`config.mk`:
```
export PLATFORM = sky130hd
export DESIGN_NAME = clock_divider_bank
export DESIGN_NICKNAME = d
export VERILOG_FILES = /design/src/rtl/clock_divider_bank.sv
export SDC_FILE = /design/constraint.sdc
export NUM_CORES = 1
export LEC_CHECK = 0
export CAP_MARGIN = 20
export CORE_MARGIN = 3
export CORE_UTILIZATION = 40
export DETAILED_ROUTE_END_ITERATION = 8
export SLEW_MARGIN = 20
export SYNTH_ARGS = -nofsm -noshare
export SYNTH_HDL_FRONTEND = slang
export SYNTH_SLANG_ARGS = --single-unit
```
`constraint.sdc`:
```
create_clock -name input_clock -period 13.2 [get_ports input_clock]
set_input_delay 2.64 -clock input_clock [delete_from_list [all_inputs] [get_ports input_clock]]
set_output_delay 2.64 -clock input_clock [all_outputs]
set_load 0.02 [all_outputs]
```
`src/rtl/clock_divider_bank.sv`:
```
`default_nettype none
// +--------------------------------------------------------------------------+
// | clock_divider_bank: NUM_CH programmable square-wave dividers with ticks  |
// | Revision: 1.0                                                            |
// +--------------------------------------------------------------------------+
module clock_divider_bank #(
  parameter int NUM_CH      = 4,
  parameter int CH_W        = 2,
  parameter int CNT_W       = 32,
  parameter int DEBUG_STEP  = 120,
  parameter int DEFAULT_DIV = 25000000
) (
  input  logic              input_clock,
  input  logic              reset_n,
  input  logic              debug,
  input  logic [NUM_CH-1:0] enable,
  input  logic              sync_restart,
  input  logic              cfg_wr,
  input  logic [CH_W-1:0]   cfg_ch,
  input  logic [CNT_W-1:0]  cfg_div,
  input  logic [CNT_W-1:0]  cfg_high,
  output logic [NUM_CH-1:0] output_clock,
  output logic [NUM_CH-1:0] tick,
  output logic              cfg_err
);

  localparam logic [CNT_W:0]   STEP_DBG = (CNT_W+1)'(DEBUG_STEP);
  localparam logic [CNT_W:0]   STEP_ONE = (CNT_W+1)'(1);
  localparam logic [CNT_W-1:0] RST_DIV  = CNT_W'(DEFAULT_DIV);
  localparam logic [CNT_W-1:0] RST_HIGH = CNT_W'(DEFAULT_DIV / 2);
  localparam logic [CH_W:0]    NUM_CH_L = (CH_W+1)'(NUM_CH);

  logic [CNT_W:0] step;
  logic           cfg_ok;
  logic           cfg_err_d, cfg_err_q;

  always_comb begin
    step      = debug ? STEP_DBG : STEP_ONE;
    cfg_ok    = ({1'b0, cfg_ch} < NUM_CH_L) && (cfg_div >= CNT_W'(2)) &&
                (cfg_high != '0) && (cfg_high < cfg_div);
    cfg_err_d = cfg_wr && !cfg_ok;
  end

  always_ff @(posedge input_clock or negedge reset_n) begin
    if (!reset_n) cfg_err_q <= 1'b0;
    else          cfg_err_q <= cfg_err_d;
  end

  assign cfg_err = cfg_err_q;

  for (genvar i = 0; i < NUM_CH; i++) begin : g_ch
    logic [CNT_W-1:0] count_d, count_q;
    logic [CNT_W-1:0] div_d, div_q;
    logic [CNT_W-1:0] high_d, high_q;
    logic             oclk_d, oclk_q;
    logic             tick_d, tick_q;
    logic [CNT_W:0]   sum;
    logic [CNT_W:0]   rem;
    logic             wr_hit;

    always_comb begin
      sum     = {1'b0, count_q} + step;
      rem     = sum - {1'b0, div_q};
      wr_hit  = cfg_wr && cfg_ok && (cfg_ch == CH_W'(i));
      count_d = count_q;
      div_d   = div_q;
      high_d  = high_q;
      tick_d  = 1'b0;
      // Restart clears counts but still lets a coincident valid write land.
      if (wr_hit) begin
        div_d  = cfg_div;
        high_d = cfg_high;
      end
      if (sync_restart || wr_hit) begin
        count_d = '0;
      end else if (enable[i]) begin
        if (sum < {1'b0, div_q}) begin
          count_d = sum[CNT_W-1:0];
        end else begin
          // Keep the remainder so the average rate stays exact under debug stepping.
          count_d = (rem < {1'b0, div_q}) ? rem[CNT_W-1:0] : '0;
          tick_d  = 1'b1;
        end
      end
      oclk_d = (count_d >= high_d);
    end

    always_ff @(posedge input_clock or negedge reset_n) begin
      if (!reset_n) begin
        count_q <= '0;
        div_q   <= RST_DIV;
        high_q  <= RST_HIGH;
        oclk_q  <= 1'b0;
        tick_q  <= 1'b0;
      end else begin
        count_q <= count_d;
        div_q   <= div_d;
        high_q  <= high_d;
        oclk_q  <= oclk_d;
        tick_q  <= tick_d;
      end
    end

    assign output_clock[i] = oclk_q;
    assign tick[i]         = tick_q;
  end

endmodule
`default_nettype wire
```
==> Word level (Yosys, flattened, before mapping) <==
Index checks and enable logic that the tools add are counted.
{ "op_classes": {"addsub": 8, "magnitude_cmp": 14, "eq_ne": 3, "muxes": 33, "reduce_logical": 15} }
{ "ops": {"columns": ["operator", "count"], "rows": [
  ["$mux 32", 20],
  ["$lt 33x32->1", 8],
  ["$add 32x7->33", 4],
  ["$sub 33x32->33", 4],
  ["$ge 32x32->1", 4],
  ["$ge 32x2->1 const B", 1],
  ["$lt 32x32->1", 1],
  ["$reduce_bool 32->1", 1],
  ["$mux 1", 12],
  ["$logic_and 1x1->1", 8],
  ["$mux 7", 1],
  ["$eq 2x2->1 const B", 2],
  ["$logic_or 1x1->1", 4],
  ["$eq 2x1->1 const B", 1],
  ["$logic_not 2->1", 1],
  ["$logic_not 1->1", 1]
]} }
{ "word_totals": {"register_bits": 393, "input_bits": 75, "out_inout_bits": 9, "elab_cells": 94} }

==> Longest topological paths before layout <==
Gate-level depths: netlist of run 1.
{ "depth": {"depth_word": 9, "ltp_mapped": 41, "ltp_nobuf": 38} }

==> Worst setup path before layout of run 1 <==
No wires, ideal clock.
{ "synth_timing": {"path_kind": "in2reg", "start": "input port debug", "end": "register g_ch[3].oclk_q", "arrival_time_ps": 9956, "t_required_ps": 13074, "path_slack_ps": 3118, "cell_stages": 39, "cell_sequence": "inv_1 ha_1 ha_1 a31oi_1 o21bai_1 a41oi_1 nor2_1 and2_1 and4_1 xor2_1 ha_1 clkbuf_1 a21oi_1 o21ai_1 and2_1 a2111oi_0 nand2_1 o21ai_0 [... 3 more ...] o211ai_1 a2111o_1 or4_1 nand3_1 a21oi_1 clkbuf_1 a32oi_1 a21oi_1 ha_1 a21o_1 a21o_1 a21o_1 a21o_1 a21o_1 a21o_1 a221o_1 a21oi_1 o31ai_1"} }
{ "synth_via": {"elab_chain_cells": 9, "word_cells_on_any_way": 10} }
{ "synth_rtl": {"columns": ["element", "line_no", "text"], "rows": [
  ["from (decl)", "15", "input logic debug,"],
  ["$mux 7 *", "38", "step = debug ? STEP_DBG : STEP_ONE;"],
  ["$add 32x7->33 *", "62", "sum = {1'b0, count_q} + step;"],
  ["$sub 33x32->33", "63", "rem = sum - {1'b0, div_q};"],
  ["$lt 33x32->1", "81", "count_d = (rem < {1'b0, div_q}) ? rem[CNT_W-1:0] : '0;"],
  ["$mux 32", "81", null],
  ["$mux 32 *", "77", "if (sum < {1'b0, div_q}) begin"],
  ["$mux 32 *", "76", "end else if (enable[i]) begin"],
  ["$mux 32 *", "74", "if (sync_restart || wr_hit) begin"],
  ["net g_ch[3].count_d[17]", "52", "logic [CNT_W-1:0] count_d, count_q;"],
  ["$ge 32x32->1 *", "85", "oclk_d = (count_d >= high_d);"],
  ["net g_ch[3].oclk_d", "55", "logic oclk_d, oclk_q;"],
  ["to (signal assigned)", "99", "oclk_q <= oclk_d;"],
  ["to (decl)", "55", null]
]} }
Mark *: on every way through the listed nets, which the timed path passes. The rest lies on a longest branch.
A chain may end at the register's enable or synchronous reset.

==> Final worst setup path of run 1 <==
Same ends and word-level chain as after synthesis.

==> results of run 1 <==
[power by group through the flow]
stage                     logic [mW]  clock network [mW]  registers, mW
after floorplan                 2.07                   0           1.58
after global routing            3.25                1.47           1.61
final                           2.88                1.40           1.58
after detailed placement        2.84                   0           1.60
after CTS                       2.86                1.43           1.58
after global placement          2.82                   0           1.60
[area by class of cell]
class                   count  area (sq um)  share of cell area, %
well taps                1060          1330                   3.64
inverters                 352          1320                   3.62
diodes                      1          2.50                0.00686
repair buffers            166          1440                   3.96
flip-flops and latches    393          9950                   27.3
clock inverters            22           344                  0.943
multi-input cells        2863         20800                   57.0
clock buffers              64          1280                   3.50
[state kept, by name, summed over array words and instances (netlist names)]
signal / count
cfg_err: 1
g_ch.high_q: 128
g_ch.oclk_q: 4
g_ch.count_q: 128
g_ch.div_q: 128
g_ch.tick_q: 4
[cell families after synthesis]
group	after synthesis
AND/OR/NAND/NOR	934
buffers and inverters	505
flip-flops	393
XOR/XNOR	214
adder cells (fa/ha/maj)	443
multiplexers	136
AO/OA/AOI/OAI	1136
[path summary, 6_finish.rpt]
check / start / to
setup / recovery: debug / g_ch[3].oclk_q
hold / removal: g_ch[1].high_q[31] / g_ch[1].high_q[31]
setup reg to reg: g_ch[3].count_q[0] / g_ch[3].oclk_q
hold reg to reg: g_ch[1].high_q[31] / g_ch[1].high_q[31]
max in group asynchronous: reset_n / g_ch[1].div_q[25]
min in group asynchronous: reset_n / g_ch[2].div_q[5]
[per-layer routing]
| layer | track usage (%) | part of all wire (%) | wire length (um) | vias to the layer above |
|---|---|---|---|---|
| met5 | 0 | 0 | 0 | - |
| met4 | 8.91 | 3.8 | 4040 | 0 |
| met1 | 34.8 | 47 | 49000 | 13431 |
| met3 | 3.59 | 6.7 | 7040 | 163 |
| met2 | 37.4 | 43 | 45000 | 865 |
| li1 | - | - | - | 13755 |
[synthesized netlist by cell type (all sizes together), types with 12 or more instances]
cell	count
o211ai	19
clkbuf	102
o21bai	18
a21oi	261
dfstp	96
nor4	21
buf	51
mux2i	128
a32oi	50
nor2	164
inv	352
a211o	12
and4	20
or3	18
nand4	65
xnor2	139
ha	439
dfrtp	297
and2	26
a21o	151
o21ai	312
nor3	35
nand2	333
nor2b	40
and3	52
nand3	110
a311oi	14
a31oi	49
a2111oi	15
xor2	75
nand2b	25
a21boi	18
a211oi	53
o21a	36
[tightest hold or removal path, cell delays in order (launching register included)]
cell and delay, ns:
dfrtp_1 0.32, mux2i_1 0.08, inv_1 0.06
[stage by stage]
step / power (mW) / std cells / instance area (sq um) / utilization (%) / hold slack, ns
after detailed placement: 4.44 / 4834 / 34900 / 43.1 / 0.472
after CTS: 5.87 / 4920 / 36500 / 45.1 / 0.486
after global placement: 4.41 / 4834 / 34900 / 43.1 / 0.468
after floorplan: 3.65 / 3761 / 32700 / - / 0.452
after global routing: 6.33 / 4920 / 36500 / 45.1 / 0.505
final: 5.86 / 4921 / 36500 / 45.2 / 0.482
==> flow_metrics.py, run 1 <==
metrics = {
    "status": {
        "status": "completed",
    },
    "global_route": {
        "grt_pass1_vias": 26760,
        "grt.overflow.total": 0,
        "grt_max_degree": 105,
        "antenna_found_initial": 5,
        "grt_pass1_wl_um": 162000,
        "grt_usage_pct": 24.3,
    },
    "power": {
        "internal_power_mw": 3.45,
        "seqPwrFrac_pct": 27.0,
        "switching_share_pct": 41.1,
        "static-leakage-power_nw": 17.2,
        "switchingPower_mw": 2.41,
        "clock_power_share_pct": 23.8,
        "pwr_density_cell_nw_per_um2": 161,
        "p_comb_share_pct": 49.2,
        "ir_drop_uv": 85.3,
    },
    "routing": {
        "drtAntennaViolNets": 0,
        "drtPass1Iterations": 6,
        "vias": 28214,
        "drtIter0Drc": 1999,
        "wl_per_cell_um": 21.4,
        "vias_per_cell": 5.73,
        "routed_wl_um": 105000,
        "drc_errors": 0,
    },
    "final_layout": {
        "layout-drive-gt1-share_pct": 8.03,
        "final_common_cell": "ha_1",
        "nets": 4340,
        "nFillCells": 7866,
        "area_delta_synth_final_pct": 11.6,
        "mostFrequentLayoutCells": "ha_1, inv_1, nand2_1",
    },
    "synth": {
        "synth-simple-area-share_pct": 13.8,
        "synth_top_cell_area_share_pct": 22.7,
        "synth_warnings": 0,
        "ys_seq_area_share_pct": 30.4,
        "synthFlopType": "dfrtp_1",
        "synthesis.nets": 4279,
        "syn_inst": 3761,
        "synth_adder_area_share_pct": 17.0,
        "async_flop_share_pct": 100,
        "synth-edff-count": 0,
        "synthTopCellsByArea": "dfrtp_1, ha_1, dfstp_2",
        "synth_xor_area_share_pct": 5.73,
        "synth_area_sq_um": 32700,
        "netlist.top_cell.by_area": "dfrtp_1",
        "synth_top_family_by_area": "compound AO/OA/AOI/OAI gates",
        "synth_compound_area_share_pct": 22.7,
        "ys_ff_latch": 393,
        "synth_mux_area_share_pct": 4.19,
        "synth_area_per_cell_sq_um": 8.70,
        "synth_cell_types": 92,
    },
    "place": {
        "io_buffers": 83,
        "dp_hpwl_um": 78800,
        "place_ws_ns": 1.07,
        "routabilityCongestion": 0.921,
    },
    "timing": {
        "rsz0062_at_grt": "no",
        "layout_min_cycle_time_ns": 11.56,
        "fmax_mhz": 86.5,
        "worstMarginPinSlew_ns": 1.05,
        "layout_setup_ws_ns": 1.64,
        "setup_viol_count_final": 0,
        "drv_slew": 0,
        "skew_ns": 0.0181,
        "slew_headroom_pct": 30.0,
        "fin_crit_sh_pct": 87.5,
        "hold_viol": 0,
        "timing.setup.tns_ns": 0,
    },
    "critical_path": {
        "cpLargestDelayFamily": "compound AO/OA/AOI/OAI gates",
        "cpMaxStageDelayCell": "a2111oi_0",
        "worstSetupPathType": "in -> reg",
        "critPathMaxStageDelay_ns": 0.74,
        "start_kind": "input port",
        "cp-end-kind": "flip-flop",
        "path_max_fanout": 22,
        "rrSetupSlack_ns": 4.34,
        "cp_data_arrival_time_ns": 12.05,
        "ff2ff_path_depth": 37,
        "critPathRequiredTime_ns": 13.69,
        "cp.depth": 39,
        "path_common_cell": "a21o_1",
        "critPathBufInv": 3,
    },
    "clock_network": {
        "cts.sinks": 393,
        "cts.clk_slew.worst_paths_ns": 0.06,
        "postCtsHoldBufs": 0,
        "htreeDepth": 2,
        "post_cts_buffers": 0,
        "clock_path_buffers": 3,
        "ctsResizeCount": 0,
        "cts_buffers": 46,
        "clock_latency_ns": 0.61,
        "cts_tree": "yes",
        "root_buffer": "clkbuf_16",
    },
    "job": {
        "drv_cap": 0,
    },
    "die": {
        "initial_core_util_pct": 40.5,
        "core_sq_um": 80800,
        "die-height_um": 292,
        "die-area_sq_um": 85200,
        "fp.dieW_um": 292,
        "rows": 104,
        "ioPinCount": 84,
    },
    "min_path": {
        "hp-class": "reg -> reg",
        "hold-path-cell-count": 2,
    },
}
Power figures use the tool's default switching activity.
==> inputs of run 2 (changes only) <==
--- a/config.mk
+++ b/config.mk
@@ -9,6 +9,7 @@
 export CORE_MARGIN = 3
 export CORE_UTILIZATION = 40
 export DETAILED_ROUTE_END_ITERATION = 8
+export SKIP_CTS_REPAIR_TIMING = 1
 export SLEW_MARGIN = 20
 export SYNTH_ARGS = -nofsm -noshare
 export SYNTH_HDL_FRONTEND = slang
==> results of run 2 <==
Same layout as run 1: the final DEF is identical, and so are final timing and power.
==> inputs of run 3 (changes only) <==
--- a/config.mk
+++ b/config.mk
@@ -6,8 +6,9 @@
 export NUM_CORES = 1
 export LEC_CHECK = 0
 export CAP_MARGIN = 20
-export CORE_MARGIN = 3
+export CORE_MARGIN = 5
 export CORE_UTILIZATION = 40
+export CTS_BUF_LIST = sky130_fd_sc_hd__clkbuf_4 sky130_fd_sc_hd__clkbuf_8 sky130_fd_sc_hd__clkbuf_16
 export DETAILED_ROUTE_END_ITERATION = 8
 export SKIP_CTS_REPAIR_TIMING = 1
 export SLEW_MARGIN = 20
==> run 3 against run 2 <==
  * Critical path depth down 2
  * Non-clock buffer count decreased by 18
  * First-iteration DRC count is 18% higher
  * Critical path type unchanged
  * Clock skew is essentially flat
  * Largest cell class unchanged
  * Register-to-register slack got worse by 0.27 ns
==> flow_metrics.py, run 3 (synthesis gave the netlist of run 1 again) <==
metrics = {
    "critical_path": {
        "worstSetupPathType": "in -> reg",
        "critPathBufInv": 3,
        "start_kind": "input port",
        "cpLargestDelayFamily": "compound AO/OA/AOI/OAI gates",
        "path_max_fanout": 24,
        "cp_data_arrival_time_ns": 12.60,
        "critPathRequiredTime_ns": 13.68,
        "cp-end-kind": "flip-flop",
        "path_common_cell": "ha_1",
        "critPathMaxStageDelay_ns": 0.69,
        "cpMaxStageDelayCell": "clkdlybuf4s50_1",
    },
    "die": {
        "core_sq_um": 80800,
        "initial_core_util_pct": 40.5,
        "fp.dieW_um": 296,
        "die-area_sq_um": 87600,
        "rows": 104,
        "die-height_um": 296,
        "ioPinCount": 84,
    },
    "timing": {
        "setup_viol_count_final": 0,
        "drv_slew": 0,
        "rsz0062_at_grt": "no",
        "fin_crit_sh_pct": 91.9,
        "layout_min_cycle_time_ns": 12.13,
        "worstMarginPinSlew_ns": 1.03,
        "timing.setup.tns_ns": 0,
        "fmax_mhz": 82.5,
        "slew_headroom_pct": 31.2,
        "skew_ns": 0.0179,
        "hold_viol": 0,
    },
    "global_route": {
        "antenna_found_initial": 3,
        "grt_pass1_vias": 26750,
        "grt_usage_pct": 23.7,
        "grt_pass1_wl_um": 162000,
        "grt_max_degree": 160,
        "grt.overflow.total": 0,
    },
    "clock_network": {
        "clock_path_buffers": 3,
        "cts_buffers": 46,
        "cts.sinks": 393,
        "cts_tree": "yes",
        "root_buffer": "clkbuf_16",
        "htreeDepth": 2,
        "clock_latency_ns": 0.61,
        "cts.clk_slew.worst_paths_ns": 0.06,
    },
    "routing": {
        "drtAntennaViolNets": 0,
        "wl_per_cell_um": 21.4,
        "vias": 28258,
        "drtPass1Iterations": 5,
        "drc_errors": 0,
        "routed_wl_um": 105000,
        "vias_per_cell": 5.76,
        "drtIter0Drc": 2359,
    },
    "place": {
        "place_inst": 4816,
        "routabilityCongestion": 0.927,
        "io_buffers": 83,
        "dp_hpwl_um": 78000,
    },
    "final_layout": {
        "nFillCells": 7834,
        "layout-drive-gt1-share_pct": 7.91,
        "top_regs": "g_ch.count_q (128), g_ch.div_q (128), g_ch.high_q (128)",
        "nets": 4322,
        "final_common_cell": "ha_1",
        "ff_latch_area_sq_um": 9950,
        "area_delta_synth_final_pct": 11.5,
        "layout.cells.non_filler": 4903,
        "multi_input_area_sq_um": 20800,
        "mostFrequentLayoutCells": "ha_1, inv_1, nand2_1",
    },
    "job": {
        "drv_cap": 0,
    },
    "power": {
        "static-leakage-power_nw": 17.2,
        "ir_drop_uv": 92.2,
        "pwr_density_cell_nw_per_um2": 162,
    },
    "status": {
        "status": "completed",
    },
    "min_path": {
        "hp-class": "reg -> reg",
    },
}
## run 3: cell count changes in the layout (fill, tap and decap cells not counted), moves of 2 or more
cell and delta:
buf_12 +2, buf_4 -20, clkbuf_4 +9, clkbuf_1 -12, clkinv_2 -2
## run 3: tightest hold or removal path: cells and delay by family (launching register included)
family,cells,cell delay [ns]
buffers and inverters,1,0.06
flip-flops,1,0.31
multiplexers,1,0.08
## run 3: power breakdown
group | leakage (nW) | switching [mW] | internal [mW]
clock network | 0.845 | 0.572 | 0.890
logic | 11.6 | 1.75 | 1.11
registers | 4.77 | 0.0865 | 1.50
total | 17.2 | 2.41 | 3.50
## run 3: area by class of cell
cell class | count | area share [%]
multi-input combinational | 2863 | 57.1
sequential | 393 | 27.3
timing repair buffer | 148 | 3.66
clock buffer | 62 | 3.64
tap | 1060 | 3.64
inverter | 352 | 3.62
clock inverter | 24 | 1.08
antenna | 1 | 0.00686
## run 3: metal layers
metal	routed length, um	GRT usage, %	up-vias	share of wire [%]
met5	0	0	-	0
met4	4680	8.87	0	4.5
met3	7080	3.31	186	6.7
met2	45000	36.1	902	43
met1	48300	34.3	13436	46
li1	-	-	13734	-
## run 3: worst paths after layout
| kind | from | to | slack (ns) | cells past startpoint |
|---|---|---|---|---|
| max | debug | g_ch[3].oclk_q | 1.07 | 37 |
| min | g_ch[1].high_q[31] | g_ch[1].high_q[31] | 0.48 | 2 |
| max reg2reg | g_ch[3].count_q[0] | g_ch[3].oclk_q | 4.07 | 35 |
| min reg2reg | g_ch[1].high_q[31] | g_ch[1].high_q[31] | 0.48 | 2 |
| max in group asynchronous | reset_n | g_ch[1].div_q[17] | 9.76 | 2 |
| min in group asynchronous | reset_n | g_ch[2].div_q[5] | 2.07 | 1 |
## run 3: per-stage QoR
stage	util (%)	hold WS, ns	setup slack, ns	power (mW)	area [sq um]
3_5_place_dp	43.0	0.475	0.491	4.42	34700
6_report	45.1	0.480	1.07	5.91	36500
2_1_floorplan	-	0.452	3.12	3.65	32700
4_1_cts	45.1	0.488	1.14	5.92	36500
3_3_place_gp	43.0	0.467	0.590	4.39	34700
5_1_grt	45.1	0.507	0.533	6.38	36500
